**src/rtl/ln_stat_acc.sv**
```systemverilog
// Row-statistics accumulator for LayerNorm: sums per-beat Σx / Σx² tree outputs
// over a configurable number of beats and emits row totals at row end.
module ln_stat_acc #(
  parameter int SUM_WIDTH = 26,
  parameter int SQ_WIDTH  = 42,
  parameter int CNT_WIDTH = 8,
  parameter int TREE_LAT  = 5
) (
  input  logic                          clk,
  input  logic                          rst,
  input  logic                          i_start,
  input  logic [CNT_WIDTH-1:0]          i_beats,
  input  logic                          i_vld,
  input  logic [SUM_WIDTH-1:0]          i_sum,
  input  logic [SQ_WIDTH-1:0]           i_sqsum,
  output logic                          o_vld,
  output logic [SUM_WIDTH+CNT_WIDTH-1:0] o_sum,
  output logic [SQ_WIDTH+CNT_WIDTH-1:0]  o_sqsum,
  output logic                          o_busy,
  output logic                          o_err,
  output logic                          o_drop
);

  localparam int AW = SUM_WIDTH + CNT_WIDTH;
  localparam int QW = SQ_WIDTH + CNT_WIDTH;

  typedef enum logic [0:0] {IDLE = 1'b0, ACC = 1'b1} state_t;

  state_t                state;
  logic [TREE_LAT-1:0]   vld_sr;
  logic                  vld_a;
  logic [CNT_WIDTH-1:0]  beats;
  logic [CNT_WIDTH-1:0]  cnt;
  logic signed [AW-1:0]  acc_sum;
  logic signed [QW-1:0]  acc_sq;
  logic signed [AW-1:0]  sum_ext;
  logic signed [QW-1:0]  sq_ext;
  logic signed [AW-1:0]  sum_nxt;
  logic signed [QW-1:0]  sq_nxt;
  logic                  last_beat;

  assign vld_a     = vld_sr[TREE_LAT-1];
  assign sum_ext   = {{CNT_WIDTH{i_sum[SUM_WIDTH-1]}}, i_sum};
  assign sq_ext    = {{CNT_WIDTH{i_sqsum[SQ_WIDTH-1]}}, i_sqsum};
  assign sum_nxt   = acc_sum + sum_ext;
  assign sq_nxt    = acc_sq + sq_ext;
  assign last_beat = (cnt == (beats - {{(CNT_WIDTH-1){1'b0}}, 1'b1}));
  assign o_busy    = (state == ACC);

  // Valid delay line, row state machine, accumulators and registered outputs.
  always_ff @(posedge clk) begin
    if (rst) begin
      state   <= IDLE;
      vld_sr  <= '0;
      beats   <= '0;
      cnt     <= '0;
      acc_sum <= '0;
      acc_sq  <= '0;
      o_vld   <= 1'b0;
      o_sum   <= '0;
      o_sqsum <= '0;
      o_err   <= 1'b0;
      o_drop  <= 1'b0;
    end else begin
      vld_sr <= (vld_sr << 1) | {{(TREE_LAT-1){1'b0}}, i_vld};
      o_vld  <= 1'b0;
      o_err  <= 1'b0;
      o_drop <= 1'b0;
      case (state)
        IDLE: begin
          if (i_start) begin
            if (i_beats != '0) begin
              beats   <= i_beats;
              cnt     <= '0;
              acc_sum <= '0;
              acc_sq  <= '0;
              state   <= ACC;
            end else begin
              o_err <= 1'b1;
            end
          end
          if (vld_a) begin
            o_drop <= 1'b1;
          end
        end
        ACC: begin
          if (vld_a && last_beat) begin
            o_vld   <= 1'b1;
            o_sum   <= sum_nxt;
            o_sqsum <= sq_nxt;
            cnt     <= '0;
            acc_sum <= '0;
            acc_sq  <= '0;
            // A start coincident with the final beat re-arms without losing this row.
            if (i_start && (i_beats != '0)) begin
              beats <= i_beats;
              state <= ACC;
            end else begin
              o_err <= i_start;
              state <= IDLE;
            end
          end else if (i_start) begin
            beats <= i_beats;
            if (i_beats == '0) begin
              o_err   <= 1'b1;
              cnt     <= '0;
              acc_sum <= '0;
              acc_sq  <= '0;
              state   <= IDLE;
            end else if (vld_a && (i_beats == {{(CNT_WIDTH-1){1'b0}}, 1'b1})) begin
              o_vld   <= 1'b1;
              o_sum   <= sum_ext;
              o_sqsum <= sq_ext;
              cnt     <= '0;
              acc_sum <= '0;
              acc_sq  <= '0;
              state   <= IDLE;
            end else if (vld_a) begin
              cnt     <= {{(CNT_WIDTH-1){1'b0}}, 1'b1};
              acc_sum <= sum_ext;
              acc_sq  <= sq_ext;
              state   <= ACC;
            end else begin
              cnt     <= '0;
              acc_sum <= '0;
              acc_sq  <= '0;
              state   <= ACC;
            end
          end else if (vld_a) begin
            cnt     <= cnt + {{(CNT_WIDTH-1){1'b0}}, 1'b1};
            acc_sum <= sum_nxt;
            acc_sq  <= sq_nxt;
          end else begin
            cnt <= cnt;
          end
        end
        default: begin
          state <= IDLE;
        end
      endcase
    end
  end

endmodule

```
**config.mk**
```make
export PLATFORM = sky130hd
export DESIGN_NAME = ln_stat_acc
export DESIGN_NICKNAME = d
export VERILOG_FILES = /design/src/rtl/ln_stat_acc.sv
export SDC_FILE = /design/constraint.sdc
export NUM_CORES = 1
export LEC_CHECK = 0
export CORE_MARGIN = 1.5
export CORE_UTILIZATION = 40
export DETAILED_ROUTE_END_ITERATION = 6
export SLEW_MARGIN = 20
export SYNTH_ARGS = -nofsm -noshare
export SYNTH_HDL_FRONTEND = slang
export SYNTH_SLANG_ARGS = --single-unit
```
**constraint.sdc**
```tcl
create_clock -name clk -period 3.4 [get_ports clk]
set_input_delay 0.51 -clock clk [delete_from_list [all_inputs] [get_ports clk]]
set_output_delay 0.51 -clock clk [all_outputs]
set_load 0.005 [all_outputs]
```
## Word-level counts from Yosys, hierarchy flattened

Cells that the tools add are included.

| cells by class | value |
|---|---|
| add/sub/neg operators | 4 |
| eq/ne operators | 8 |
| multiplexer cells | 61 |
| bitwise logic cells | 2 |
| reductions and logical operators | 12 |

Operators with widths:

| kind | count |
|---|---|
| $mux W50 | 12 |
| $mux W34 | 12 |
| $pmux W50 S2 | 1 |
| $mux W8 | 10 |
| $pmux W34 S2 | 1 |
| $add A50 B42 Y50 | 1 |
| $add A34 B26 Y34 | 1 |
| $pmux W8 S2 | 2 |
| $mux W1 | 21 |
| $add A8 B1 Y8 const B | 1 |
| $eq A8 B1 Y1 const B | 1 |
| $eq A8 B8 Y1 | 1 |
| $logic_not A8 Y1 | 1 |
| $reduce_and A4 Y1 | 2 |
| $reduce_bool A8 Y1 | 1 |
| $sub A8 B1 Y8 const B | 1 |
| $ne A2 B2 Y1 const B | 3 |
| $ne A3 B2 Y1 const B | 2 |
| $or A5 B1 Y5 | 1 |
| $ne A4 B2 Y1 const B | 1 |
| $pmux W1 S2 | 2 |
| $reduce_bool A2 Y1 | 2 |
| $reduce_or A2 Y1 | 2 |
| $logic_and A1 B1 Y1 | 3 |
| other kinds (2) | 2 |

| storage, ports and cells | value |
|---|---|
| bits in registers | 193 |
| input port bits | 80 |
| output and inout bits | 88 |
| word-level logic and storage cells | 98 |

## Longest topological paths before layout

Gate-level depths: netlist (run 1).

| depth | value |
|---|---|
| depth in word-level cells | 7 |
| depth in mapped cells | 13 |
| depth with buffers taken out | 13 |

## Worst setup path after synthesis (run 1)

No wires, ideal clock.

| timing | value |
|---|---|
| path type | input to register |
| start point | input port i_sqsum[0] |
| end point | register acc_sq[48] |
| arrival | 3165 ps |
| slack | 113 ps |
| stages | 13 |
| buffers on the path | 0 |
| cells stage by stage | ha_1 -> inv_1 -> fa_1 -> nand2b_1 -> a211oi_2 -> o41ai_2 -> o31ai_4 -> a41oi_4 -> o31ai_4 -> nand3_2 -> a221oi_2 -> xor2_1 -> a221o_1 |

| between the ends | value |
|---|---|
| word-level cells in the longest chain between the ends | 5 |

RTL lines:

| what | line | text |
|---|---|---|
| start: declaration | 15 | `input logic [SQ_WIDTH-1:0] i_sqsum,` |
| $add A50 B42 Y50 | 46 | `assign sq_nxt = acc_sq + sq_ext;` |
| $mux W50 | 129 | `end else if (vld_a) begin` |
| $mux W50 | 102 | `end else if (i_start) begin` |
| $mux W50 | 87 | `if (vld_a && last_beat) begin` |
| $pmux W50 S2 | 69 | `case (state)` |
| end signal: assignment | 121 | `acc_sq <= sq_ext;` |
| end signal: assignment | 132 | `acc_sq <= sq_nxt;` |
| end: declaration | 35 | `logic signed [QW-1:0] acc_sq;` |

No other way between the ends. The select of a mux whose other input is x is not followed.
A chain may end at the register's enable or synchronous reset.

## Final worst setup path (run 1)

| timing | value |
|---|---|
| start point | register acc_sq[0] |
| end point | register acc_sq[48] |

| between the ends | value |
|---|---|
| word-level cells in the longest chain between the ends | 5 |

RTL lines:

| what | line |
|---|---|
| $add A50 B42 Y50 | 46 |
| $mux W50 | 129 |
| $mux W50 | 102 |
| $mux W50 | 87 |
| $pmux W50 S2 | 69 |

No other way between the ends. The select of a mux whose other input is x is not followed.

==> metrics.md, run 1 <==
| Metric | Value |
|---|---|
| Cell taking the most area after synthesis | `dfxtp_1` |
| Total I/O pin count | `168` |
| Total Nets Final | `between 2,000 and 2,500` |
| # rows | `64` |
| Finished Cell Area | `about 17,000 µm²` |
| EDFF count, synth | `0` |
| Chip width | `between 150 and 200 µm` |
| Sequential area share after synthesis | `just over 30%` |
| Share of cells above drive strength 1 | `17.97%` |
| Critical Path AT | `around 3700 ps` |
| Die H | `approximately 180 µm` |
| RSZ-0062 raised after global routing | `yes` |
| Rel. slew slack | `roughly 40%` |
| Clock latency on the worst-skew pair | `~460 ps` |
| Multi-input logic area | `~8300 µm²` |
| Post-DRT Antenna Nets | `0` |
| Crit Reg-Reg Startpoint | `acc_sq[0]$_SDFFE_PP0P_` |
| Tightest Hold Check Type | `register to register` |
| 1st-iter DRT viols | `between 700 and 800` |
| Core Util, Final | `a little under three fifths` |
| Worst hold path depth | `1` |
| GP Congestion | `0.9055` |
| Synth top cells by count | `dfxtp_1 (193), nor2_1 (179), nand2_1 (159)` |
| Drc violations | `0` |
| Dpl cell area | `roughly 16,000 µm²` |
| Area growth syn-to-layout | `36.88%` |
| Wirelength, routed | `41,680 µm` |
| CTS root buf | `clkbuf_16` |
| Setup slack on the worst flop-to-flop path | `between 90 and 100 ps` |
| Type of the worst setup path | `register to register` |
| CP Launch Type | `register` |
| Initial antenna violation count | `2` |
| Syn avg cell area | `between 7 and 8 µm²` |
| Largest net degree at the start of global routing | `76` |
| Leakage dissipation | `0.007012 µW` |
| Vias post-DR | `around 13,000` |
| Worst R2R Path Depth | `13` |
| Number of global-route vias before repair | `about 12,000` |
| Top_reg_cell synth | `dfxtp_1` |
| Grt total ovfl | `0` |
| Achievable Freq | `around 300 MHz` |
| CTS sink cnt | `just under 200` |
| Maximum VDD drop | `around 0.32 mV` |
| Yosys top cell area share | `between 30% and 40%` |
| Clock Path Buffers | `2` |
| Hold EP | `vld_sr[3]$_SDFF_PP0_` |
| Die area | `around 32,000 µm²` |
| Synth area leaders | `dfxtp_1 (31%), ha_1 (8.5%), a21oi_1 (5.6%), nor2_1 (5.4%), nand2_1 (4.8%)` |
| CTS tree | `built` |
| Final hold viol count | `0` |
| Top-count cell post-synth | `dfxtp_1` |
| Synth async-reset ratio | `0%` |
| Synth warn | `0` |
| Hold_buf cts | `0` |
| CP max FO | `3` |
| All-Layer GR Usage | `between 20 and 30%` |
| Final setup fails | `0` |
| Core area | `between 30,000 and 40,000 µm²` |
| Wirelength per Cell | `between 15 and 20 µm` |
| Slowest cell on crit path | `o31ai_4` |
| First-pass GRT wire length | `about 65,000 µm` |
| Vias/cell | `5.630` |
| Outcome | `complete, no violations` |
| Initial DRT Pass Iterations | `5` |
| Post-Syn Nets | `1,737` |
| Synth Instances | `about 1,600` |
| Crit end category | `register` |
| Post-route minimum period | `between 3000 and 4000 ps` |
| Reg-to-Reg End | `acc_sq[48]$_SDFFE_PP0P_` |
| Maxcap violations | `0` |
| Reg area | `slightly below 4000 µm²` |
| # H-tree levels | `4` |
| Total CTS buffers | `17` |
| Layout fillers | `between 2,000 and 3,000` |
| Tcrit/Tclk final | `between 90 and 100%` |
| Port bufs | `between 150 and 200` |
| Crit path cell chain | `ha_2, inv_1, fa_1, nand2b_4, a211oi_4, o41ai_4, o31ai_4, a41oi_4, o31ai_4, nand3_2, a221oi_2, xor2_1, a221o_1` |
| Initial core utilization | `between 40% and 50%` |
| Crit path largest cell delay | `~390 ps` |
| Worst endpoint required time | `about 3700 ps` |
| Synth cell types | `79` |
| Clock-pin slew on the worst setup and hold paths | `approximately 70 ps` |
| Final slew viol count | `0` |
| Mapped Area | `about 12,000 µm²` |
| Worst slew pin tran | `885.3 ps` |
| HP Start | `vld_sr[2]$_SDFF_PP0_` |
| HPWL after DPL | `30,430 µm` |
| Power Density | `between 300 and 400 nW/µm²` |
| Worst path most repeated cell | `o31ai_4` |
| Clock Skew | `between 10 and 15 ps` |
| Register bit total from synthesis | `193` |
through the flow:
stage	cells	hold WS [ps]	setup TNS (ps)	total power, µW	worst slack, ps
after global routing	2321	463.4	-103.6	5596	-49.70
after CTS	2316	445.5	0	5397	83.27
after floorplan	1571	413.8	0	2876	113.0
after global placement	2283	416.8	-18330	3329	-528.1
after detailed placement	2283	426.7	-20530	3338	-566.3
final	2323	437.5	0	5386	91.23
state kept, by name, indices dropped and copies added, names as in the netlist:
name and cells:
acc_sq 50, acc_sum 34, beats 8, cnt 8, o_busy 1, o_drop 1, o_err 1, o_sqsum 50
o_sum 34, o_vld 1, vld_sr 5
layer usage:
layer  vias to the layer above  global-route usage [%]  share of wire (%)
met2                       366                   43.53                 47
met5                         -                       0              0.026
li1                       6460                       -                  -
met1                      6199                   33.86                 45
met3                        52                   4.474                6.2
met4                         2                   7.610                2.1
worst max-delay path by stage:
stage                           startpoint                       to  slack, ps  depth (start not counted)
global placement                i_sqsum[0]  acc_sq[48]$_SDFFE_PP0P_       -530                         14
finish              acc_sq[0]$_SDFFE_PP0P_  acc_sq[48]$_SDFFE_PP0P_         90                         13
floorplan                       i_sqsum[0]  acc_sq[48]$_SDFFE_PP0P_        110                         13
global route         beats[0]$_SDFFE_PP0P_  acc_sq[39]$_SDFFE_PP0P_        -50                         12
CTS                 acc_sq[0]$_SDFFE_PP0P_  acc_sq[48]$_SDFFE_PP0P_         80                         13
detailed placement              i_sqsum[0]  acc_sq[48]$_SDFFE_PP0P_       -570                         14
cells in the final DEF, fill, tap and decap left out, drive strengths merged, types with 7 or more instances in the layout:
cell           Yosys  routed
nor2b             13      13
a221o             11      11
xor2              42      42
nor2             179     179
and3              10      10
o211a             15      15
nand3             26      26
and2               9       9
nor4               8       8
buf               30     257
clkdlybuf4s50      0     162
a22o              10      10
dfxtp            193     193
xnor2             54      54
o22ai              7       7
a22oi             56      56
a21o              29      29
o221a              7       7
a211oi            38      38
nand2            159     159
o21bai            16      16
nand4             17      17
inv               26      27
nand2b            10      10
a311oi             7       7
clkbuf            70      20
o21ai            153     153
nor3              22      22
a31oi             19      19
o41ai              7       7
o211ai            29      29
mux2i              9       9
ha                84      84
a21oi            141     141
o21a               7       7
repair_timing:
item | 4_1_cts | 5_1_grt
hold endpoints to repair | 0 | 0
resized for setup | 6 | 24
pin swaps | 6 | 9
setup endpoints to repair | 4 | 23
setup buffers | 1 | 5
cloned | 0 | 0
area by class of cell:
| type | count | area share, % |
|---|---|---|
| diodes | 2 | 0.02941 |
| multi-input cells | 1251 | 48.65 |
| well taps | 396 | 2.912 |
| inverters | 27 | 0.5956 |
| clock inverters | 12 | 0.7941 |
| clock buffers | 20 | 2.625 |
| repair buffers | 422 | 21.69 |
| flip-flops and latches | 193 | 22.71 |
kinds of logic (layout without fill, tap and decap cells):
group / Yosys count / in the layout / synth area share [%]
AOI/OAI and AO/OA: 588 / 588 / 31.83
and+or+nand+nor: 471 / 471 / 16.67
DFF: 193 / 193 / 31.08
buffers and inverters: 127 / 481 / 4.066
xor gates and xnor gates: 96 / 96 / 6.763
adders and majority gates: 86 / 86 / 8.776
muxes: 10 / 10 / 0.8152
other: 0 / 2 / 0
worst max-delay path: cells and delay by family, from the launching register on:
kind            cells  cell delay (ps)
flops               1              340
fa+ha+maj           2              560
xor+xnor            1              120
buf+inv             1               50
simple gates        2              280
compound gates      7             1840
report_power, final:
part	internal, µW	total, µW	switching [µW]
Combinational	468	1000	536
Clock	1110	2070	963
Sequential	2290	2310	22.6
(Power assumes the default switching activity.)
==> run 2: changes to the inputs <==
--- a/config.mk
+++ b/config.mk
@@ -8,6 +8,7 @@
 export CORE_MARGIN = 1.5
 export CORE_UTILIZATION = 40
 export DETAILED_ROUTE_END_ITERATION = 6
+export HOLD_SLACK_MARGIN = 0.02
 export SLEW_MARGIN = 20
 export SYNTH_ARGS = -nofsm -noshare
 export SYNTH_HDL_FRONTEND = slang
==> results of run 2 <==
The final DEF is identical to that of run 1; final timing and power are the same.
==> run 3: changes to the inputs <==
--- a/config.mk
+++ b/config.mk
@@ -5,6 +5,7 @@
 export SDC_FILE = /design/constraint.sdc
 export NUM_CORES = 1
 export LEC_CHECK = 0
+export CORE_ASPECT_RATIO = 0.75
 export CORE_MARGIN = 1.5
 export CORE_UTILIZATION = 40
 export DETAILED_ROUTE_END_ITERATION = 6
==> metrics.md, run 3 (same netlist as run 1, synthesis figures left out) <==
| Metric | Value |
|---|---|
| CTS sink cnt | `193 (unchanged)` |
| Wirelength per Cell | `18.55 µm (+3.4%)` |
| Total I/O pin count | `168 (unchanged)` |
| Most common cell after layout, fill and taps aside | `buf_4` |
| Reg-to-Reg End | `acc_sq[48]$_SDFFE_PP0P_` |
| Top Registers | `acc_sq x50, o_sqsum x50` |
| Largest net degree at the start of global routing | `50 (-34%)` |
| Post-DRT Antenna Nets | `0 (unchanged)` |
| Leakage dissipation | `0.006980 µW (-0.45%)` |
| Dpl cell area | `16,120 µm² (-0.49%)` |
| Overall power | `5413 µW (+0.49%)` |
| Vias/cell | `5.609 (-0.39%)` |
| Share of cells above drive strength 1 | `17.91% (-0.067 points)` |
| CTS tree | `built` |
| Grt total ovfl | `0 (unchanged)` |
| Area growth syn-to-layout | `36.13%` |
| HP Start | `acc_sq[38]$_SDFFE_PP0P_` |
| Crit end category | `register` |
| Die area | `32,160 µm² (about the same)` |
| Initial core utilization | `40.96% (+0.32 points)` |
| Port bufs | `167 (unchanged)` |
| Drc violations | `1 (+1)` |
| CP Launch Type | `input pin` |
| Hold EP | `acc_sq[38]$_SDFFE_PP0P_` |
| Post-Place Cells | `2,281 (-0.088%)` |
| Achievable Freq | `304.1 MHz (+0.62%)` |
| Outcome | `complete, but fails checks` |
| Tcrit/Tclk final | `96.72% (-0.60 points)` |
| Maximum VDD drop | `0.3129 mV (-2.5%)` |
| Tightest Hold Check Type | `register to register` |
| Maxcap violations | `0 (unchanged)` |
| Core Util, Final | `55.77% (+0.14 points)` |
| GP Congestion | `0.9283 (+2.5%)` |
| Type of the worst setup path | `input pin to register` |
| Final slew viol count | `0 (unchanged)` |
| All-Layer GR Usage | `26.55% (+0.62 points)` |
| Initial antenna violation count | `2 (unchanged)` |
| # H-tree levels | `4 (unchanged)` |
| Worst slew pin tran | `763.4 ps (-121.9 ps)` |
| Clock latency on the worst-skew pair | `450 ps (about the same)` |
| Total CTS buffers | `17 (unchanged)` |
| Wirelength, routed | `43,080 µm (+3.4%)` |
| Rel. slew slack | `48.99% (+8.0 points)` |
| Die H | `155.7 µm (-13%)` |
| Clock Path Buffers | `2 (unchanged)` |
| Worst endpoint required time | `3740 ps (about the same)` |
| Clock Skew | `13.74 ps (+0.6109 ps)` |
| Initial DRT Pass Iterations | `7 (+2)` |
| Number of global-route vias before repair | `12,440 (+0.26%)` |
| Vias post-DR | `13,020 (-0.43%)` |
| Worst hold path depth | `2 (+1)` |
| Core area | `30,350 µm² (-0.79%)` |
| Finished Cell Area | `16,920 µm² (-0.54%)` |
| Worst R2R Path Depth | `13 (unchanged)` |
| Final hold viol count | `0 (unchanged)` |
| First-pass GRT wire length | `67,260 µm (+2.7%)` |
| 1st-iter DRT viols | `900 (+18%)` |
| Layout Cells excl Fill | `2,322 (-0.043%)` |
| Crit Reg-Reg Startpoint | `acc_sq[0]$_SDFFE_PP0P_` |
| CTS root buf | `clkbuf_16` |
| Layout fillers | `2,805 (-2.0%)` |
| Setup slack on the worst flop-to-flop path | `140 ps (+50 ps)` |
| Power Density | `319.8 nW/µm² (+1.0%)` |
| Post-route minimum period | `3288 ps (-20.31 ps)` |
| RSZ-0062 raised after global routing | `yes` |
| Chip width | `206.6 µm (+15%)` |
| # rows | `55 (-14%)` |
| Critical Path AT | `3630 ps (-20 ps)` |
| Final setup fails | `0 (unchanged)` |
| Most frequent cells in the layout | `buf_4 (247), dfxtp_1 (192), nor2_1 (176)` |
| Clock-pin slew on the worst setup and hold paths | `80 ps (about the same)` |
| CP max FO | `4 (+1)` |
| Total Nets Final | `2,074 (-0.19%)` |
| Failing checks | `DRC` |
| HPWL after DPL | `31,690 µm (+4.1%)` |
-- run 3: cell types whose count changed in the layout (fill, tap and decap cells not counted), sizes merged --
cell           previous run  this run
buf                     257       253
bufinv                    2         1
clkdlybuf4s50           162       164
clkinv                    6         3
clkinvlp                  4         3
dlygate4sd2               2         0
dlymetal6s2s              1         0
inv                      27        33
-- run 3: layout make-up --
cell class                 count  area, µm²  area share, %
multi-input combinational   1251       8255          48.78
sequential                   193       3865          22.84
timing repair buffer         418       3606          21.31
tap                          399      499.2          2.950
clock buffer                  19      452.9          2.676
clock inverter                13      138.9         0.8206
inverter                      27      101.3         0.5988
antenna                        2      5.005        0.02957
-- run 3: worst max path at each step --
stage / start / to / slack [ps] / depth (start not counted)
after CTS: i_sqsum[0] / acc_sq[48]$_SDFFE_PP0P_ / 1 / 14
after detailed placement: i_sqsum[0] / acc_sq[48]$_SDFFE_PP0P_ / -700 / 14
after global placement: i_sqsum[0] / acc_sq[48]$_SDFFE_PP0P_ / -630 / 14
final: i_sum[0] / acc_sum[28]$_SDFFE_PP0P_ / 110 / 14
after floorplan: i_sqsum[0] / acc_sq[48]$_SDFFE_PP0P_ / 110 / 13
after global routing: i_sqsum[1] / acc_sq[48]$_SDFFE_PP0P_ / -30 / 13
-- run 3: power breakdown --
group	leakage [µW]	internal (µW)	switching (µW)
Combinational	0.00514	455	542
Sequential	0.00156	2290	24.7
Clock	0.000283	1080	1020
Total	0.00698	3820	1590
-- run 3: what timing repair did --
| action | in CTS | in global routing |
|---|---|---|
| hold endpoints to repair | 0 | 0 |
| resized for setup | 7 | 23 |
| pin swaps | 9 | 14 |
| endpoints found under the setup margin | 13 | 53 |
| setup buffers | 2 | 5 |
| cloned | 0 | 0 |
| hold buffers | 0 | 0 |
-- run 3: per-layer routing --
layer | global-route usage [%] | routed length (µm)
met1 | 38.84 | 21510
met2 | 40.55 | 18430
met3 | 5.075 | 2833
met4 | 4.693 | 307
met5 | 0 | 0
-- run 3: critical path, stage by stage --
cell             delay, ps
clkdlybuf4s50_1        500
ha_1                   190
inv_1                   60
fa_1                   380
nand2b_1               190
a21o_1                 220
a211oi_2               300
o21ai_2                180
o2111ai_1              220
nand4_1                160
nor2b_1                200
xor2_1                 210
o21ai_1                 90
a22o_1                 200
-- run 3: per-stage QoR --
step / setup slack, ps / hold slack, ps / TNS [ps]
2_1_floorplan: 113.0 / 413.8 / 0
3_3_place_gp: -632.9 / 416.2 / -23980
3_5_place_dp: -701.8 / 427.2 / -27120
4_1_cts: 1.421 / 445.6 / 0
5_1_grt: -31.39 / 455.2 / -78.60
6_report: 111.5 / 441.4 / 0
